### src/rtl/riscv_gpio_if.sv
// ============================================================================
// riscv_gpio_if : memory-mapped bus between CPU address decode and GPIO block
// Revision 1.0
// ============================================================================
`default_nettype none

interface riscv_gpio_if;
  logic        i_Sel;
  logic [3:0]  i_Addr;
  logic [31:0] i_WData;
  logic [3:0]  i_WMask;
  logic        i_RStrobe;
  logic [31:0] o_RData;
  logic        o_RValid;

  modport master (
    output i_Sel,
    output i_Addr,
    output i_WData,
    output i_WMask,
    output i_RStrobe,
    input  o_RData,
    input  o_RValid
  );

  modport slave (
    input  i_Sel,
    input  i_Addr,
    input  i_WData,
    input  i_WMask,
    input  i_RStrobe,
    output o_RData,
    output o_RValid
  );
endinterface

`default_nettype wire

### src/rtl/riscv_gpio.sv
// ============================================================================
// riscv_gpio : LED/IRQ registers plus synchronized, debounced switches
// Revision 1.0
// ============================================================================
`default_nettype none

module riscv_gpio #(
  parameter int unsigned DEBOUNCE_CYCLES = 16,
  parameter logic [3:0]  LED_RESET       = 4'b0000
) (
  input  logic        i_Clk,
  input  logic        i_ResetN,
  riscv_gpio_if.slave bus,
  input  logic [3:0]  i_Switch,
  output logic [3:0]  o_LED,
  output logic        o_IRQ
);

  localparam int unsigned        C_CNT_W   = (DEBOUNCE_CYCLES > 1) ? $clog2(DEBOUNCE_CYCLES) : 1;
  localparam logic [C_CNT_W-1:0] C_CNT_MAX = C_CNT_W'(DEBOUNCE_CYCLES - 1);

  localparam logic [1:0] C_REG_LED    = 2'd0;
  localparam logic [1:0] C_REG_SWITCH = 2'd1;
  localparam logic [1:0] C_REG_EDGE   = 2'd2;
  localparam logic [1:0] C_REG_IRQ_EN = 2'd3;

  logic [3:0]  r_sync1;
  logic [3:0]  r_sync2;
  logic [3:0]  w_deb;
  logic [3:0]  w_rise;

  logic [3:0]  r_led;
  logic [3:0]  r_edge;
  logic [3:0]  r_irq_en;
  logic [31:0] r_rdata;
  logic        r_rvalid;

  logic        w_wr;
  logic        w_rd;
  logic [1:0]  w_reg_sel;
  logic [3:0]  w_edge_clr;
  logic [31:0] w_rd_mux;
  logic        w_unused_bus;

  assign w_wr      = bus.i_Sel & bus.i_WMask[0];
  assign w_rd      = bus.i_Sel & bus.i_RStrobe;
  assign w_reg_sel = bus.i_Addr[3:2];

  assign w_unused_bus = ^{bus.i_WData[31:4], bus.i_WMask[3:1], bus.i_Addr[1:0]};

  always_ff @(posedge i_Clk) begin
    if (!i_ResetN) begin
      r_sync1 <= 4'b0000;
      r_sync2 <= 4'b0000;
    end else begin
      r_sync1 <= i_Switch;
      r_sync2 <= r_sync1;
    end
  end

  // The counter only runs while the synchronized input disagrees with the
  // accepted state; any agreement restarts the stability window.
  for (genvar g = 0; g < 4; g++) begin : g_debounce
    logic [C_CNT_W-1:0] r_cnt;
    logic               r_deb;
    logic               w_differs;
    logic               w_expire;

    assign w_differs = r_sync2[g] ^ r_deb;
    assign w_expire  = w_differs & (r_cnt == C_CNT_MAX);

    always_ff @(posedge i_Clk) begin
      if (!i_ResetN) begin
        r_cnt <= '0;
        r_deb <= 1'b0;
      end else if (!w_differs) begin
        r_cnt <= '0;
      end else if (w_expire) begin
        r_deb <= r_sync2[g];
        r_cnt <= '0;
      end else begin
        r_cnt <= r_cnt + C_CNT_W'(1);
      end
    end

    assign w_deb[g]  = r_deb;
    assign w_rise[g] = w_expire & r_sync2[g];
  end

  always_comb begin
    w_edge_clr = 4'b0000;
    if (w_wr && (w_reg_sel == C_REG_EDGE)) begin
      w_edge_clr = bus.i_WData[3:0];
    end
  end

  always_comb begin
    w_rd_mux = 32'd0;
    case (w_reg_sel)
      C_REG_LED:    w_rd_mux[3:0] = r_led;
      C_REG_SWITCH: w_rd_mux[3:0] = w_deb;
      C_REG_EDGE:   w_rd_mux[3:0] = r_edge;
      C_REG_IRQ_EN: w_rd_mux[3:0] = r_irq_en;
      default:      w_rd_mux      = 32'd0;
    endcase
  end

  // Read data is captured from pre-edge register values, so a read and a
  // write to the same register in one cycle returns the old contents.
  always_ff @(posedge i_Clk) begin
    if (!i_ResetN) begin
      r_led    <= LED_RESET;
      r_irq_en <= 4'b0000;
      r_edge   <= 4'b0000;
      r_rdata  <= 32'd0;
      r_rvalid <= 1'b0;
    end else begin
      if (w_wr && (w_reg_sel == C_REG_LED)) begin
        r_led <= bus.i_WData[3:0];
      end
      if (w_wr && (w_reg_sel == C_REG_IRQ_EN)) begin
        r_irq_en <= bus.i_WData[3:0];
      end
      r_edge   <= (r_edge & ~w_edge_clr) | w_rise;
      r_rvalid <= w_rd;
      if (w_rd) begin
        r_rdata <= w_rd_mux;
      end
    end
  end

  assign bus.o_RData  = r_rdata;
  assign bus.o_RValid = r_rvalid;
  assign o_LED        = r_led;
  assign o_IRQ        = |(r_edge & r_irq_en);

endmodule

`default_nettype wire

### src/flat_wrapper.sv
// flat-port wrapper written by rule: the top's interface ports become plain ports
module riscv_gpio_flat 
#(
  parameter int unsigned DEBOUNCE_CYCLES = 16,
  parameter logic [3:0]  LED_RESET       = 4'b0000
)
  (i_Clk, i_ResetN, i_Switch, o_LED, o_IRQ, bus_i_Sel, bus_i_Addr, bus_i_WData, bus_i_WMask, bus_i_RStrobe, bus_o_RData, bus_o_RValid);
  riscv_gpio_if bus_i ();
  input  logic i_Clk;
  input  logic i_ResetN;
  input  logic [3:0] i_Switch;
  output logic [3:0] o_LED;
  output logic o_IRQ;
  input wire logic [$bits(bus_i.i_Sel)-1:0] bus_i_Sel;
  input wire logic [$bits(bus_i.i_Addr)-1:0] bus_i_Addr;
  input wire logic [$bits(bus_i.i_WData)-1:0] bus_i_WData;
  input wire logic [$bits(bus_i.i_WMask)-1:0] bus_i_WMask;
  input wire logic [$bits(bus_i.i_RStrobe)-1:0] bus_i_RStrobe;
  output wire logic [$bits(bus_i.o_RData)-1:0] bus_o_RData;
  output wire logic [$bits(bus_i.o_RValid)-1:0] bus_o_RValid;
  assign bus_i.i_Sel = bus_i_Sel;
  assign bus_i.i_Addr = bus_i_Addr;
  assign bus_i.i_WData = bus_i_WData;
  assign bus_i.i_WMask = bus_i_WMask;
  assign bus_i.i_RStrobe = bus_i_RStrobe;
  assign bus_o_RData = bus_i.o_RData;
  assign bus_o_RValid = bus_i.o_RValid;
  riscv_gpio #(.DEBOUNCE_CYCLES(DEBOUNCE_CYCLES), .LED_RESET(LED_RESET)) u_core (.i_Clk(i_Clk), .i_ResetN(i_ResetN), .bus(bus_i), .i_Switch(i_Switch), .o_LED(o_LED), .o_IRQ(o_IRQ));
endmodule
### config.mk
export PLATFORM = sky130hd
export DESIGN_NAME = riscv_gpio_flat
export DESIGN_NICKNAME = d
export VERILOG_FILES = /design/src/rtl/riscv_gpio_if.sv /design/src/rtl/riscv_gpio.sv /design/src/flat_wrapper.sv
export SDC_FILE = /design/constraint.sdc
export NUM_CORES = 1
export LEC_CHECK = 0
export ABC_AREA = 1
export CAP_MARGIN = 10
export CORE_MARGIN = 2
export CORE_UTILIZATION = 38
export DETAILED_ROUTE_END_ITERATION = 8
export PLACE_DENSITY = 0.76
export SLEW_MARGIN = 10
export SYNTH_ARGS = -nofsm -noshare
export SYNTH_HDL_FRONTEND = slang
export SYNTH_SLANG_ARGS = --single-unit
### constraint.sdc
create_clock -name i_Clk -period 1.2 [get_ports i_Clk]
set_clock_uncertainty 0.2 [all_clocks]
set_input_delay 0.3 -clock i_Clk [delete_from_list [all_inputs] [get_ports i_Clk]]
set_output_delay 0.3 -clock i_Clk [all_outputs]
set_load 0.02 [all_outputs]
### Word level (Yosys, flattened, before mapping)

Cells that the tools add are included.

* memories kept: 0
* RAM bits: 0
* logic and storage cells: 64
* register bits after elaboration: 45
* ROM bits: 0
* input bits: 48
* output and inout port bits: 38
* latch bits: 0

* bitwise gates (word level): 23
* shifts and indexed selects: 0
* $mul: 0
* reductions and logical operators: 13
* equality and inequality tests: 7
* add/subtract/negate cells: 4
* divide/modulo/power cells: 0
* order comparisons: 0
* muxes and demuxes: 2

Operators with widths (number)
* adder 4 x 1 -> 4 bit, second input constant: 4
* equality test 4 bit, second input constant: 4
* case mux 4 bit (4 select lines): 1
* OR reduction 3 bit: 4
* bitwise AND 1 bit: 10
* bitwise AND 4 bit: 2
* AND reduction 2 bit: 4
* inverter 1 bit: 5
* equality test 2 bit, second input constant: 2
* 2-to-1 mux 4 bit: 1
* inverter 4 bit: 1
* OR 4 bit: 1
* OR reduction 4 bit: 1
* bitwise XOR 1 bit: 4
* logical AND 1 bit: 3
* equality test 2 x 1 -> 1 bit, second input constant: 1
* zero test 2 bit: 1

### Depth between registers and ports, before layout

Gate-level depths: netlist (run 1).

* depth in word-level cells: 6
* mapped depth: 7

### Worst setup path after synthesis (run 1)

OpenSTA, ideal clock, no wires.

* path type: register to register
* start point: reg u_core.g_debounce[0].r_cnt[0]
* end point: reg u_core.g_debounce[0].r_cnt[0]
* arrival time: 0.832 ns
* setup slack: 0.042 ns
* stages on the path, launching flop included: 5
* library setup time: 0.125 ns
* required time: 0.875 ns
* cells stage by stage: dfxtp_1 -> ha_1 -> nand3_1 -> o211ai_1 -> nor2_1

* longest elaborated chain between the ends: 3
* elaborated cells on any way between the ends: 4

Ends and longest elaborated chain
* start, declared: line riscv_gpio.sv:64 `logic [C_CNT_W-1:0] r_cnt;`
* start signal, assigned: line riscv_gpio.sv:82 `r_cnt <= r_cnt + C_CNT_W'(1);`
* equality test 4 bit: line riscv_gpio.sv:70 `assign w_expire = w_differs & (r_cnt == C_CNT_MAX);`
* bitwise AND 1 bit: line riscv_gpio.sv:70
* OR reduction 3 bit (no line)

Several ways; a longest one is shown, not always the timed one.
A chain may end at the register's enable or synchronous reset.

### Worst setup path in the final report (run 1)

* start point: reg u_core.r_edge[0]
* end point: out o_IRQ

* longest elaborated chain between the ends: 2

Ends and longest elaborated chain
* start, declared: line riscv_gpio.sv:33 `logic [3:0] r_edge;`
* start signal, assigned: line riscv_gpio.sv:124 `r_edge <= (r_edge & ~w_edge_clr) | w_rise;`
* bitwise AND 4 bit: line riscv_gpio.sv:135 `assign o_IRQ = |(r_edge & r_irq_en);`
* OR reduction 4 bit: line riscv_gpio.sv:135
* end, declared: line flat_wrapper.sv:13 `output logic o_IRQ;`

Every way passes these cells.

==> results of run 1 <==
where the power goes:
group          switching (mW)  internal (mW)  leakage [nW]  total [mW]
Combinational           0.215          0.149         0.844       0.364
Sequential             0.0186           1.53         0.376        1.54
Clock                   0.505          0.827        0.0681        1.33
Total                   0.738           2.50          1.29        3.24
through the flow:
step | util (%) | cell area (µm²) | setup slack (ns)
2_1_floorplan | - | 2086 | 0.04215
3_3_place_gp | 47.34 | 2402 | -0.5978
3_5_place_dp | 47.34 | 2402 | -0.6495
4_1_cts | 53.11 | 2695 | -0.2809
5_1_grt | 56.29 | 2856 | -0.3382
6_report | 56.29 | 2856 | -0.2710
how the worst max path moves through the flow:
stage	start	to	slack [ns]	depth (start not counted)
after floorplan	u_core.g_debounce[0].r_cnt[0]$_SDFF_PP0_	u_core.g_debounce[0].r_cnt[0]$_SDFF_PP0_	0.04	4
after detailed placement	bus_i_Addr[2]	u_core.r_edge[0]$_SDFF_PN0_	-0.65	5
final	u_core.r_edge[0]$_SDFF_PN0_	o_IRQ	-0.27	3
after CTS	u_core.r_edge[1]$_SDFF_PN0_	o_IRQ	-0.28	3
after global routing	u_core.r_edge[0]$_SDFF_PN0_	o_IRQ	-0.34	3
after global placement	bus_i_Addr[2]	u_core.r_edge[3]$_SDFF_PN0_	-0.60	5
registers in the layout, summed over array words and instances, names as in the netlist:
signal and flops:
u_core.r_irq_en 4, u_core.r_sync2 4, u_core.g_debounce.r_cnt 16, u_core.r_sync1 4, u_core.bus.o_RData 4, u_core.r_edge 4, u_core.g_debounce.r_deb 4, u_core.o_LED 4
u_core.bus.o_RValid 1
cell type report:
class	count	area, µm²
clock buffer	5	68.82
fill	457	2218
sequential	45	929.6
multi-input combinational	169	989.7
inverter	28	107.6
timing repair buffer	72	608.1
tap	70	87.58
clock inverter	3	65.06
kinds of logic after synthesis:
family          count (synthesis)  synth area share [%]
compound gates                 44                 12.11
other cells                     1                0.1890
fa+ha+maj                       4                 2.522
buf+inv                        60                 17.21
simple gates                   85                 19.04
flops                          45                 45.40
xor+xnor                        8                 3.531
cell usage in the layout (no fill, tap or decap), types with 6 or more instances in the layout:
master,netlist,layout
dfxtp_2,0,23
a21oi_1,20,19
clkdlybuf4s50_1,0,8
nand2_1,26,23
dfxtp_1,45,22
nand3_1,17,13
o21ai_0,15,9
buf_6,1,10
nor2_1,33,21
buf_4,28,46
nand4_1,6,6
inv_1,25,25
conb_1,1,28
nor2_2,0,12
what timing repair did:
item | 4_1_cts | 5_1_grt
pin swaps | 10 | 20
endpoints found under the setup margin | 47 | 40
buffers inserted | 9 | 9
hold buffers | 0 | 0
cloned | 1 | 0
gates resized for setup | 100 | 37
critical path: stages (launching register included):
cell     delay (ns)
dfxtp_2        0.32
nand2_1        0.06
nand4_1        0.12
buf_4          0.18
routing by layer:
layer  up-vias  routed length [µm]
li1        887                   -
met4         0                 100
met5         -                   0
met2        64                2095
met1       783                1811
met3         9                 249
==> metrics, run 1 <==
Clk pin slew, worst setup/hold paths 0.08 ns; Starting Density between 30% and 40%; Synth area leader dfxtp_1; DRT Pass-1 Iters 4; die extent in x ~76 µm; Max clock buf depth 2; CTS tree done; hold path start bus_i_Sel; pin count of the biggest net entering global routing 15; DR iter-0 viols 47; Post-Synthesis Cell Area 1984 µm²; count leader, synth dfxtp_1; FF-to-FF path depth 5; GPL Wtd Cong 0.8216; Routed Antenna Nets 0; first-pass GRT wire length ~7000 µm; grt ovf 0; Avg Cell Area, Syn between 8 and 9 µm²; hold path endpoint u_core.bus.o_RValid$_SDFF_PN0_; met1 Track Usage GR 17.08%; Placed Cells roughly 370; Hold Fails Final Rpt 0; CTS Root Cell clkbuf_8; DP HPWL roughly 2900 µm; # diodes 0; number of port buffers 24; Period minus WS final 1.471 ns; Worst Path Arrival around 0.97 ns; max cap viols 0; top cell type's share of synthesized area 45.40%; Most Crowded Layer GR met2; final wirelength between 4000 and 5000 µm; Synth area leaders dfxtp_1, buf_4, nor2_1; reg2reg end u_core.g_debounce[1].r_cnt[3]$_SDFF_PP0_; # DRC 0; RSZ-0062 raised after global routing yes; WS Path Type register to output pin; Slew Limit Fails 0; worst skew pair latency 0.30 ns; CP Max Fanout 2; M2 GR Usage 25.66%; Post-Syn Instances 247; violated checks negative setup slack; period utilization 122.6%; top cells by count, synth dfxtp_1, nor2_1, buf_4; area delta synth->final 43.95%; Distinct cells, synth 22; Critical Path RT around 0.7 ns; Final #Nets ~370; #FFs+latches synth 45; final setup margin -0.2710 ns; Vias per Instance 4.446; Hold Path Depth 3; Overall Power 3.240 mW; Die Y roughly 76 µm; Final Non-Filler Cells roughly 390; die area just under 6000 µm²; met3 Use GR between 3 and 4%; routed vias 1743; Ys Warns 0; Cell Pwr Density about 1100 nW/µm²; # IOs 86; setup slack, reg-to-reg -0.03 ns; initial antenna violation count 0; vias in the first global route about 1600; Hold Path Class input port to register; TritonCTS Sinks 45; CP Launch Type register; register area share after synthesis a little under half; Setup-failing EPs final 17; Synth Flop Type dfxtp_1; CTS Buf Count 5; routed len/inst around 11 µm; CORE AREA 5075 µm²; H-tree level count 2; setup TNS -0.8471 ns; status finished, violations left; LEAKAGE ~1.3 nW; Async SR Flop Fraction 0%; worst hold margin about 0.12 ns; VDD IR max just over 800 µV; share of cells above drive strength 1 between 30% and 40%; row cnt 26; Max Clk Rate between 0.6 and 0.7 GHz; Crit. End Element output pin; FF-to-FF Start u_core.g_debounce[1].r_cnt[1]$_SDFF_PP0_; gr usage total 14.77%; Post-synth EDFFs 0
(Power assumes the default switching activity.)
==> inputs of run 2 (changes only) <==
--- a/config.mk
+++ b/config.mk
@@ -7,9 +7,11 @@
 export LEC_CHECK = 0
 export ABC_AREA = 1
 export CAP_MARGIN = 10
-export CORE_MARGIN = 2
+export CORE_MARGIN = 3
 export CORE_UTILIZATION = 38
+export CTS_BUF_LIST = sky130_fd_sc_hd__clkbuf_8 sky130_fd_sc_hd__clkbuf_16
 export DETAILED_ROUTE_END_ITERATION = 8
+export GPL_TIMING_DRIVEN = 0
 export PLACE_DENSITY = 0.76
 export SLEW_MARGIN = 10
 export SYNTH_ARGS = -nofsm -noshare
==> run 2 against run 1 <==
Effect of this change:
- the run still ends with negative setup slack left
- final area did not move
- total power fell by 4.0%
- largest cell class unchanged
- register-to-register slack improved by 0.02 ns
- first-iteration DRC count rose by 64%
- die area rose by 5.3%
==> metrics, run 2 (synthesized netlist as in run 1, its figures left out) <==
status finished, violations left; violated checks negative setup slack; number of port buffers 22; CP Max Fanout 2; die area 6125 µm²; max FFs per register 16; Starting Density between 40% and 50%; CORE AREA approximately 4900 µm²; die extent in x ~80 µm; CTS Buf Count 5; # IOs 86; vias in the first global route 1520; final wirelength between 4000 and 5000 µm; Crit. End Element output pin; FF-to-FF path depth 5; Max clock buf depth 2; row cnt 25; most frequent cells in the layout buf_4, conb_1, nor2_1, inv_1, dfxtp_2; TritonCTS Sinks 45; Routed Antenna Nets 0; Setup-failing EPs final 15; final instance area roughly 2900 µm²; leading cell type in the layout, fill and taps excluded buf_4; VDD IR max between 800 and 900 µV; setup slack, reg-to-reg -0.01 ns; Final Non-Filler Cells around 390; WS Path Type register to output pin; Largest Register u_core.g_debounce.r_cnt; area of the multi-input gates between 900 and 1000 µm²; routed len/inst 10.63 µm; CP Launch Type register; Hold Fails Final Rpt 0; Critical Path RT ~0.70 ns; Final #Nets around 380; hold path start bus_i_RStrobe; Placed Cells between 300 and 400; Max Clk Rate a little under 0.7 GHz; storage element area around 930 µm²; DP HPWL approximately 2800 µm; CTS Root Cell clkbuf_8; H-tree level count 2; pin count of the biggest net entering global routing 15; FF-to-FF Start u_core.g_debounce[1].r_cnt[1]$_SDFF_PP0_; DRT Pass-1 Iters 4; Hold Path Depth 3; Hold Path Class input port to register; gr usage total a little over an eighth; placed inst area 2390 µm²; final setup margin -0.2640 ns; grt ovf 0; # DRC 0; # diodes 0; reg2reg end u_core.g_debounce[1].r_cnt[2]$_SDFF_PP0_; Overall Power approximately 3.1 mW; Post-CTS Hold Buffers 0; first-pass GRT wire length ~6600 µm; Slew Limit Fails 0; Period minus WS final about 1.5 ns; Worst Path Arrival 0.96 ns; dpl ws -0.6023 ns; CTS tree done; DR iter-0 viols 77; max cap viols 0; routed vias approximately 1700; Cell Pwr Density 1089 nW/µm²; number of fill cells 458; period utilization 122.0%; LEAKAGE between 1 and 1.5 nW; Vias per Instance roughly 4.4; initial antenna violation count 0; area delta synth->final 43.95%; GPL Wtd Cong between 0.7 and 0.8; Die Y 78.27 µm; RSZ-0062 raised after global routing yes; share of cells above drive strength 1 a little under two fifths; worst skew pair latency about 0.29 ns; Clk pin slew, worst setup/hold paths ~0.080 ns; hold path endpoint u_core.bus.o_RValid$_SDFF_PN0_
==> run 2: cell type report <==
cell class | instances | area share [%]
buffer | 32 | 8.279
clock inverter | 2 | 1.314
inverter | 28 | 3.679
tap | 67 | 2.935
sequential | 45 | 32.72
timing repair buffer | 42 | 13.71
clock buffer | 6 | 2.891
multi-input combinational | 169 | 34.47
==> run 2: timing repair <==
item,4_1_cts,5_1_grt
pin swaps,9,16
endpoints found under the setup margin,46,41
resized for setup,99,29
setup buffers,13,7
endpoints found under the hold margin,0,0
==> run 2: routing by layer <==
metal	vias up	GRT usage, %	routed length [µm]
met5	-	0	0
met4	0	4.021	37
met3	3	4.358	253
met2	46	21.58	1979
met1	768	16.64	1885
li1	892	-	-
==> run 2: worst max path at each step <==
stage | cells after the start | end | start
floorplan | 4 | u_core.g_debounce[0].r_cnt[0]$_SDFF_PP0_ | u_core.g_debounce[0].r_cnt[0]$_SDFF_PP0_
global placement | 5 | u_core.r_edge[3]$_SDFF_PN0_ | bus_i_Addr[2]
detailed placement | 5 | u_core.r_edge[3]$_SDFF_PN0_ | bus_i_Addr[2]
CTS | 3 | o_IRQ | u_core.r_edge[0]$_SDFF_PN0_
global route | 3 | o_IRQ | u_core.r_irq_en[3]$_SDFFE_PN0P_
finish | 3 | o_IRQ | u_core.r_edge[1]$_SDFF_PN0_
==> run 2: where the power goes <==
| part | leakage, nW | internal, mW | switching, mW | total (mW) |
|---|---|---|---|---|
| sequential | 0.378 | 1.52 | 0.0190 | 1.54 |
| clock | 0.0574 | 0.677 | 0.504 | 1.18 |
| combinational | 0.866 | 0.173 | 0.214 | 0.387 |
| total | 1.30 | 2.37 | 0.737 | 3.11 |
==> run 2: through the flow <==
stage	TNS (ns)	hold slack [ns]	utilization (%)
after floorplan	0	0.1905	-
after global placement	-10.79	0.1947	48.97
after detailed placement	-12.28	0.1994	48.97
after CTS	-0.8212	0.2084	55.72
after global routing	-1.880	0.1583	58.54
final	-0.7252	0.1424	58.54
==> run 2: worst max-delay path: stages (launching register included) <==
cell and delay [ns]:
dfxtp_2 0.33, nand2_2 0.06, nand4_1 0.12, buf_6 0.16
